==> src/rtl/dpram_lsu_pkg.sv <==
// Shared encodings for the port-B load/store unit: access sizes,
// FSM states and the per-size byte masks used to build write strobes.
package dpram_lsu_pkg;

    localparam logic [1:0] SZ_B = 2'd0;
    localparam logic [1:0] SZ_H = 2'd1;
    localparam logic [1:0] SZ_W = 2'd2;
    localparam logic [1:0] SZ_X = 2'd3;

    localparam logic [3:0] MASK_B = 4'b0001;
    localparam logic [3:0] MASK_H = 4'b0011;
    localparam logic [3:0] MASK_W = 4'b1111;

    typedef enum logic [2:0] {
        ST_IDLE,
        ST_ACC0,
        ST_ACC1,
        ST_WAIT,
        ST_RESP
    } state_t;

    // Right-justified byte mask of an access size (illegal size gives no bytes)
    function automatic logic [3:0] size_mask(input logic [1:0] size);
        case (size)
            SZ_B:    size_mask = MASK_B;
            SZ_H:    size_mask = MASK_H;
            SZ_W:    size_mask = MASK_W;
            default: size_mask = 4'b0000;
        endcase
    endfunction

    // Number of bytes touched by an access size; illegal size is treated as a word
    function automatic logic [2:0] size_bytes(input logic [1:0] size);
        case (size)
            SZ_B:    size_bytes = 3'd1;
            SZ_H:    size_bytes = 3'd2;
            default: size_bytes = 3'd4;
        endcase
    endfunction

endpackage

==> src/rtl/dpram_lsu_align.sv <==
// Combinational data steering for the load/store unit: places store data
// and strobes across a two-word window, and pulls load data back out of it
// with sign or zero extension.
module dpram_lsu_align
    import dpram_lsu_pkg::*;
(
    input  logic [1:0]  st_off,
    input  logic [1:0]  st_size,
    input  logic [31:0] st_wdata,
    output logic [63:0] st_data,
    output logic [7:0]  st_mask,
    input  logic [1:0]  ld_off,
    input  logic [1:0]  ld_size,
    input  logic        ld_unsigned,
    input  logic [31:0] word0,
    input  logic [31:0] word1,
    output logic [31:0] ld_data
);

    logic [63:0] ld_window;

    // Shift store data/mask up by the byte offset; shift the load window down by it
    always_comb begin
        st_data   = {32'b0, st_wdata} << {st_off, 3'b000};
        st_mask   = {4'b0000, size_mask(st_size)} << st_off;
        ld_window = {word1, word0} >> {ld_off, 3'b000};
        case (ld_size)
            SZ_B:    ld_data = ld_unsigned ? {24'b0, ld_window[7:0]}
                                           : {{24{ld_window[7]}}, ld_window[7:0]};
            SZ_H:    ld_data = ld_unsigned ? {16'b0, ld_window[15:0]}
                                           : {{16{ld_window[15]}}, ld_window[15:0]};
            default: ld_data = ld_window[31:0];
        endcase
    end

endmodule

==> src/rtl/dpram_lsu_port.sv <==
// Port-B initiator of the dual-port data RAM. Turns byte-addressed
// loads/stores into one or two word accesses with byte strobes and returns
// a single-cycle response carrying aligned, extended load data or a fault.
module dpram_lsu_port
    import dpram_lsu_pkg::*;
#(
    parameter  int RAM_DEPTH = 2048,
    localparam int AW        = $clog2(RAM_DEPTH)
) (
    input  logic          clk,
    input  logic          rst,
    input  logic          req_valid,
    output logic          req_ready,
    input  logic          req_we,
    input  logic [1:0]    req_size,
    input  logic          req_unsigned,
    input  logic [31:0]   req_addr,
    input  logic [31:0]   req_wdata,
    output logic          rsp_valid,
    output logic [31:0]   rsp_rdata,
    output logic          rsp_err,
    output logic [AW-1:0] ram_addrb,
    output logic [31:0]   ram_dinb,
    output logic          ram_web,
    output logic [3:0]    ram_wemb,
    output logic          ram_enb,
    input  logic [31:0]   ram_doutb
);

    state_t        state;
    logic [1:0]    off;
    logic [AW-1:0] w0;
    logic          split;
    logic          fault;
    logic [63:0]   st_data;
    logic [7:0]    st_mask;
    logic [31:0]   ld_data;

    logic          r_we;
    logic [1:0]    r_size;
    logic          r_unsigned;
    logic [1:0]    r_off;
    logic          r_split;
    logic [AW-1:0] r_w1;
    logic [31:0]   hi_data;
    logic [3:0]    hi_mask;
    logic [31:0]   word0_q;
    logic          enb_q;
    logic          web_q;

    // Decode the incoming request: offset, first word, split and fault detection
    always_comb begin
        off   = req_addr[1:0];
        w0    = req_addr[AW+1:2];
        split = ({2'b00, off} + {1'b0, size_bytes(req_size)}) > 4'd4;
        fault = (req_size == SZ_X)
             || ({2'b00, req_addr[31:2]} >= 32'(RAM_DEPTH))
             || (split && (w0 == AW'(RAM_DEPTH - 1)));
    end

    dpram_lsu_align u_align (
        .st_off      (off),
        .st_size     (req_size),
        .st_wdata    (req_wdata),
        .st_data     (st_data),
        .st_mask     (st_mask),
        .ld_off      (r_off),
        .ld_size     (r_size),
        .ld_unsigned (r_unsigned),
        .word0       (r_split ? word0_q : ram_doutb),
        .word1       (ram_doutb),
        .ld_data     (ld_data)
    );

    // Reset kills the enable/write strobes immediately so an interrupted access never lands
    assign ram_enb = enb_q & ~rst;
    assign ram_web = web_q & ~rst;

    // Request FSM with registered RAM and response outputs
    always_ff @(posedge clk) begin
        if (rst) begin
            state      <= ST_IDLE;
            req_ready  <= 1'b1;
            rsp_valid  <= 1'b0;
            rsp_err    <= 1'b0;
            rsp_rdata  <= '0;
            ram_addrb  <= '0;
            ram_dinb   <= '0;
            ram_wemb   <= '0;
            enb_q      <= 1'b0;
            web_q      <= 1'b0;
            r_we       <= 1'b0;
            r_size     <= SZ_B;
            r_unsigned <= 1'b0;
            r_off      <= '0;
            r_split    <= 1'b0;
            r_w1       <= '0;
            hi_data    <= '0;
            hi_mask    <= '0;
            word0_q    <= '0;
        end else begin
            case (state)
                ST_IDLE: begin
                    if (req_valid) begin
                        req_ready  <= 1'b0;
                        r_we       <= req_we;
                        r_size     <= req_size;
                        r_unsigned <= req_unsigned;
                        r_off      <= off;
                        r_split    <= split;
                        r_w1       <= w0 + AW'(1);
                        hi_data    <= st_data[63:32];
                        hi_mask    <= st_mask[7:4];
                        if (fault) begin
                            state     <= ST_RESP;
                            rsp_valid <= 1'b1;
                            rsp_err   <= 1'b1;
                            rsp_rdata <= '0;
                        end else begin
                            state     <= ST_ACC0;
                            enb_q     <= 1'b1;
                            web_q     <= req_we;
                            ram_addrb <= w0;
                            ram_dinb  <= st_data[31:0];
                            ram_wemb  <= req_we ? st_mask[3:0] : 4'b0000;
                        end
                    end
                end
                ST_ACC0: begin
                    if (r_split) begin
                        state     <= ST_ACC1;
                        ram_addrb <= r_w1;
                        ram_dinb  <= hi_data;
                        ram_wemb  <= r_we ? hi_mask : 4'b0000;
                    end else begin
                        enb_q    <= 1'b0;
                        web_q    <= 1'b0;
                        ram_wemb <= 4'b0000;
                        if (r_we) begin
                            state     <= ST_RESP;
                            rsp_valid <= 1'b1;
                            rsp_rdata <= '0;
                        end else begin
                            state <= ST_WAIT;
                        end
                    end
                end
                ST_ACC1: begin
                    word0_q  <= ram_doutb;
                    enb_q    <= 1'b0;
                    web_q    <= 1'b0;
                    ram_wemb <= 4'b0000;
                    if (r_we) begin
                        state     <= ST_RESP;
                        rsp_valid <= 1'b1;
                        rsp_rdata <= '0;
                    end else begin
                        state <= ST_WAIT;
                    end
                end
                ST_WAIT: begin
                    state     <= ST_RESP;
                    rsp_valid <= 1'b1;
                    rsp_rdata <= ld_data;
                end
                ST_RESP: begin
                    state     <= ST_IDLE;
                    req_ready <= 1'b1;
                    rsp_valid <= 1'b0;
                    rsp_err   <= 1'b0;
                    rsp_rdata <= '0;
                end
                default: begin
                    state     <= ST_IDLE;
                    req_ready <= 1'b1;
                end
            endcase
        end
    end

endmodule

==> config.mk <==
export PLATFORM = sky130hd
export DESIGN_NAME = dpram_lsu_port
export DESIGN_NICKNAME = d
export VERILOG_FILES = /design/src/rtl/dpram_lsu_pkg.sv /design/src/rtl/dpram_lsu_align.sv /design/src/rtl/dpram_lsu_port.sv
export SDC_FILE = /design/constraint.sdc
export NUM_CORES = 1
export LEC_CHECK = 0
export CORE_MARGIN = 2
export CORE_UTILIZATION = 32
export CTS_BUF_LIST = sky130_fd_sc_hd__clkbuf_8
export DETAILED_ROUTE_END_ITERATION = 6
export PLACE_DENSITY = 0.61
export SYNTH_ARGS = -nofsm -noshare
export SYNTH_HDL_FRONTEND = slang
export SYNTH_SLANG_ARGS = --single-unit
==> constraint.sdc <==
create_clock -name clk -period 4.2 [get_ports clk]
set_clock_uncertainty 0.05 [all_clocks]
set_input_delay 0.84 -clock clk [delete_from_list [all_inputs] [get_ports clk]]
set_output_delay 0.84 -clock clk [all_outputs]
set_load 0.005 [all_outputs]
Word-level counts from Yosys, hierarchy flattened
Index checks and enable logic that the tools add are counted.

storage, ports and cells
  register bits = 173
  input port bits = 103
  output and inout port bits = 84
  word-level logic and storage cells = 107

operators by class
  add/sub/neg operators = 2
  $lt $le $gt $ge = 2
  equality and inequality tests = 14
  shifts and indexed selects = 3
  mux-type cells = 45
  bitwise logic cells = 4
  reduce and logical (&&, ||, !) cells = 18

operators by type and width
  kind                     count
  $mux W32                 10
  $pmux W32 S5             1
  $pmux W32 S2             2
  $shl A32 B5 Y64          1
  $shr A64 B5 Y32          1
  $mux W11                 3
  $ge A30 B12 Y1 const B   1
  $pmux W4 S3              2
  $pmux W11 S2             1
  $mux W4                  5
  $mux W3                  4
  $pmux W3 S4              1
  $reduce_and A4 Y1        3
  $add A11 B1 Y11 const B  1
  $eq A11 B11 Y1 const B   1
  $mux W1                  10
  $ne A2 B2 Y1 const B     5
  $shl A4 B2 Y8            1
  $eq A3 B2 Y1 const B     2
  $pmux W1 S3              2
  $pmux W3 S2              1
  $reduce_and A3 Y1        2
  $pmux W1 S5              1
  $reduce_bool A5 Y1       1
  17 further kinds         26

Depth between registers and ports, before layout
  depth in word-level cells = 9
  gate-level depth with buffers = 10
  gate-level depth less buffers = 9

Cells and area by module
Synthesis repeated with hierarchy kept, for this count alone.

second synthesis, totals
  cell total of the unflattened synthesis = 1,056
  area total of the unflattened synthesis = 9,571.7 µm²

modules (own cells, without submodules)
  module           instances  cells each  area each (µm²)  seq. area each (µm²)
  dpram_lsu_port   1          806         7,470.9          3,463.3
  dpram_lsu_align  1          250         2,100.8          0.0

Worst setup path after synthesis
No wires, ideal clock.

  path type = input port to flip-flop
  start = input req_size[0]
  end = register rsp_rdata[10]
  setup time = 0.122 ns
  data arrival time = 3.023 ns
  data required time = 4.028 ns
  setup slack = 1.005 ns
  cell stages on the path = 10
  path buffers = 1
  cells stage by stage = inv_1 ha_1 ha_1 fa_1 nor2_1 o32a_1 o2111ai_2 o31ai_1 buf_6 a221o_1

on the way
  word-level cells in the longest chain between the ends = 8
  elaborated cells between the ends (all ways) = 11

ends and longest elaborated chain
  what                                              line                   source
  from (decl)                                       dpram_lsu_port.sv:15   input logic [1:0] req_size,
  $eq A2 B1 Y1 or $logic_not A2 Y1 (tied branches)  dpram_lsu_pkg.sv:34    case (size)
  $pmux W3 S2                                       dpram_lsu_pkg.sv:34
  $add A2 B3 Y4                                     dpram_lsu_port.sv:55   split = ({2'b00, off} + {1'b0, size_bytes(req_size)}) > 4'd4;
  $gt A4 B3 Y1                                      dpram_lsu_port.sv:55
  $logic_and A1 B1 Y1                               dpram_lsu_port.sv:58   || (split && (w0 == AW'(RAM_DEPTH - 1)));
  $logic_or A1 B1 Y1 (*)                            dpram_lsu_port.sv:58
  $ne A2 B2 Y1 (no source line) (*)                 n/a
  $reduce_and A4 Y1 (no source line) (*)            n/a
  to (signal assigned)                              dpram_lsu_port.sv:164  rsp_rdata <= ld_data;
  to (decl)                                         dpram_lsu_port.sv:20   output logic [31:0] rsp_rdata,

Every way passes the cells marked *; elsewhere a longest branch is shown, timed or not.
A chain may end at the register's enable or synchronous reset.

Worst setup path after layout
  start = input req_size[1]
  end = register ram_addrb[5]

on the way
  word-level cells in the longest chain between the ends = 8
  elaborated cells between the ends (all ways) = 11

ends and longest elaborated chain
  what                                              line                   source
  $eq A2 B1 Y1 or $logic_not A2 Y1 (tied branches)  dpram_lsu_pkg.sv:34
  $pmux W3 S2                                       dpram_lsu_pkg.sv:34
  $add A2 B3 Y4                                     dpram_lsu_port.sv:55
  $gt A4 B3 Y1                                      dpram_lsu_port.sv:55
  $logic_and A1 B1 Y1                               dpram_lsu_port.sv:58
  $logic_or A1 B1 Y1 (*)                            dpram_lsu_port.sv:58
  $ne A2 B2 Y1 (no source line) (*)                 n/a
  $reduce_and A4 Y1 (no source line) (*)            n/a
  to (signal assigned)                              dpram_lsu_port.sv:123  ram_addrb <= w0;
  to (signal assigned)                              dpram_lsu_port.sv:132  ram_addrb <= r_w1;
  to (decl)                                         dpram_lsu_port.sv:22   output logic [AW-1:0] ram_addrb,

Marks and branches as above.

==> run_results.csv <==
group,metric,value,unit
outcome,outcome,"completed",
synth,ys_dominant_reg_cell,"dfxtp_1",
clock_network,clkTransAtPathRegs,90,ps
worst_setup_path,cp_num_cells,10,
place,gp_congestion,0.789,
worst_setup_path,crit_type,"input pin to flop",
grt,overflow,0,
clock_network,cts-htree-levels,4,
drt,vias,7959,
grt,grt_start_max_net_pins,62,
finish,final_nets,1221,
worst_setup_path,critPathRequiredTime,4510,ps
hold_path,hold_class,"flop to flop",
place,portBuffers,186,
drt,via_per_inst,5.31,
worst_setup_path,startpoint,"req_size[1]",
clock_network,cts_buffer_depth,2,
sta,fin_crit,3640,ps
grt,grt_pass1_wl,41800,um
grt,grt_antenna_before_repair,1,
drt,routed_wl,27200,um
sta,grt_setup_unrepaired,"no",
finish,final_cell_mix,"clkdlybuf4s50_1, dfxtp_1, nand2_1",
grt,track_usage,18.3,%
drt,drt_iter0_markers,631,
finish,final_common_cell,"clkdlybuf4s50_1",
floorplan,core_area,27600,um2
finish,layout-area-overhead-vs-synth,28.3,%
floorplan,rows,61,
sta,maxSlewViolCount,0,
worst_setup_path,cp_slowest_stage_delay,490,ps
floorplan,die_h,171,um
power,max-vdd-ir-drop,195,uV
finish,drive_above_1_share,14.9,%
floorplan,dieArea,29200,um2
worst_setup_path,path_buf_inv,2,
clock_network,clk_latency,470,ps
synth,yosys_warnings,0,
clock_network,cts_resized,0,
worst_setup_path,crit_slowest_cell,"clkdlybuf4s50_1",
power,p_leak,4.11,nW
sta,hold_slack,399,ps
worst_setup_path,reg2reg_to,"rsp_rdata[22]",
clock_network,cts_root_buffer,"clkbuf_8",
sta,setup-tns-final,0,ps
floorplan,die_w,171,um
drt,drc_errors,0,
worst_setup_path,arrival,3960,ps
sta,finalSetupViolCount,0,
sta,max_freq,274,MHz
clock_network,numCtsBuffers,17,
clock_network,post_cts_buffers,0,
synth,syn_inst,974,
place,hpwlAfterDp,18600,um
synth,syn_avg_cell_area,9.16,um2
clock_network,cts_tree,"yes",
worst_setup_path,rr_startpoint,"r_split",
power,p_per_area,291,nW/um2
sta,tightest_slew,1120,ps
worst_setup_path,cp_max_fo,35,
worst_setup_path,crit_path_frequent_cell,"ha_1",
worst_setup_path,worstRegToRegCells,6,
sta,timing.final.crit_share,86.8,%
finish,nFillCells,2779,
sta,slew_headroom,25.1,%
clock_network,cts_hold_buf,0,
synth,ys_seq_elements,164,
drt,firstDrtPassIters,5,
drt,wire_per_inst,18.2,um
drt,drtAntennaViolNets,0,
worst_setup_path,setup.worst_path.start_class,"input pin",
worst_setup_path,worst-r2r-setup-slack,1430,ps
grt,grt_pass1_vias,7350,
worst_setup_path,path_cells,"clkdlybuf4s50_1 -> inv_1 -> ha_1 -> ha_1 -> fa_1 -> nor2_1 -> o32a_1 -> o2111ai_4 -> nand2_4 -> a211oi_1",
synth,synth_edf_count,0,
synth,synthArstFlopShare,0,%
worst_setup_path,cp_top_family,"compound AO/OA/AOI/OAI gates",
synth,yosysSeqAreaShare,36.8,%
sta,hold_violations,0,
worst_setup_path,crit_end,"ram_addrb[5]",
clock_network,numClockSinks,164,
floorplan,io_pins,187,
synth,syn-cell-area,8920,um2
synth,syn_nets,1089,
floorplan,initial_core_util,32.3,%
synth,ys_types,67,
power,total_power,0.00333,W
worst_setup_path,end_kind,"flop",
run,cap_violations,0,
## cells in the mapped netlist, drive strengths merged (16+ instances only)
cell type / count / area [um2]
nand2: 135 / 514
a21oi: 81 / 417
nor3: 42 / 210
mux4: 26 / 586
mux2i: 41 / 410
o2bb2ai: 16 / 140
nand3: 26 / 130
nor2: 30 / 113
clkbuf: 67 / 253
mux2: 34 / 383
o21ai: 39 / 195
dfxtp: 164 / 3280
inv: 19 / 71.3
buf: 28 / 159
a211oi: 52 / 536
## worst min path at each step
stage	startpoint	to	slack [ps]	depth (start not counted)
5_1_grt	hi_data[23]	hi_data[23]	420	2
3_5_place_dp	hi_data[21]	hi_data[21]	390	2
6_report	req_ready	req_ready	400	2
3_3_place_gp	hi_data[13]	hi_data[13]	390	2
4_1_cts	hi_data[23]	hi_data[23]	400	2
2_1_floorplan	hi_mask[2]	hi_mask[2]	380	2
## power breakdown
part | switching (W) | internal [W] | total, W
logic | 0.000271 | 0.000262 | 0.000532
registers | 0.0000334 | 0.00158 | 0.00162
clock network | 0.000681 | 0.000499 | 0.00118
## kinds of logic (layout without fill, tap and decap cells)
| logic type | after synthesis | count (layout) | share of synthesized area, % |
|---|---|---|---|
| and+or+nand+nor | 293 | 293 | 15.5 |
| AOI/OAI and AO/OA | 281 | 281 | 24.2 |
| DFF | 164 | 164 | 36.8 |
| buffers and inverters | 114 | 259 | 5.41 |
| muxes | 101 | 101 | 15.4 |
| adders and majority gates | 12 | 12 | 1.77 |
| xor gates and xnor gates | 9 | 9 | 0.883 |
| other | 0 | 1 | 0 |
## stage by stage
| stage | utilization (%) | cells | setup WS [ps] | cell area [um2] |
|---|---|---|---|---|
| after CTS | 41.4 | 1497 | 567 | 11400 |
| after global placement | 40.0 | 1465 | 221 | 11000 |
| after floorplan | - | 974 | 1000 | 8920 |
| final | 41.4 | 1498 | 556 | 11400 |
| after detailed placement | 40.0 | 1465 | 134 | 11000 |
| after global routing | 41.4 | 1498 | 412 | 11400 |
## per-layer routing
layer / share of wire, % / wire length [um] / GRT usage (%)
met1: 48 / 13000 / 25.8
met2: 46 / 12500 / 28.6
met3: 5.7 / 1560 / 3.89
met4: 0.86 / 235 / 3.94
met5: 0 / 0 / 0
## flip-flops by register name, indices dropped and copies added, names as in the netlist
signal / cells
ram_dinb: 32
rsp_rdata: 32
word0_q: 32
hi_data: 24
r_w1: 11
ram_addrb: 11
ram_wemb: 4
hi_mask: 3
state: 3
r_off: 2
r_size: 2
enb_q: 1
r_split: 1
r_unsigned: 1
r_we: 1
req_ready: 1
rsp_err: 1
rsp_valid: 1
web_q: 1
## area by class of cell
type,count,area (um2),share of cell area [%]
Clock inverter,15,166,1.45
Inverter,19,71.3,0.623
Sequential cell,164,3290,28.7
Multi-Input combinational cell,696,5200,45.4
Tap cell,378,473,4.13
Timing Repair Buffer,208,2010,17.6
Antenna cell,1,2.50,0.0219
Clock buffer,17,234,2.04
## worst register-to-register path: cells and delay by family (launching register included)
family	cells	cell delay, ps
compound gates	3	760
buf+inv	1	490
mux	2	870
flops	1	480
Note: power is estimated with default switching activity, not from simulation.
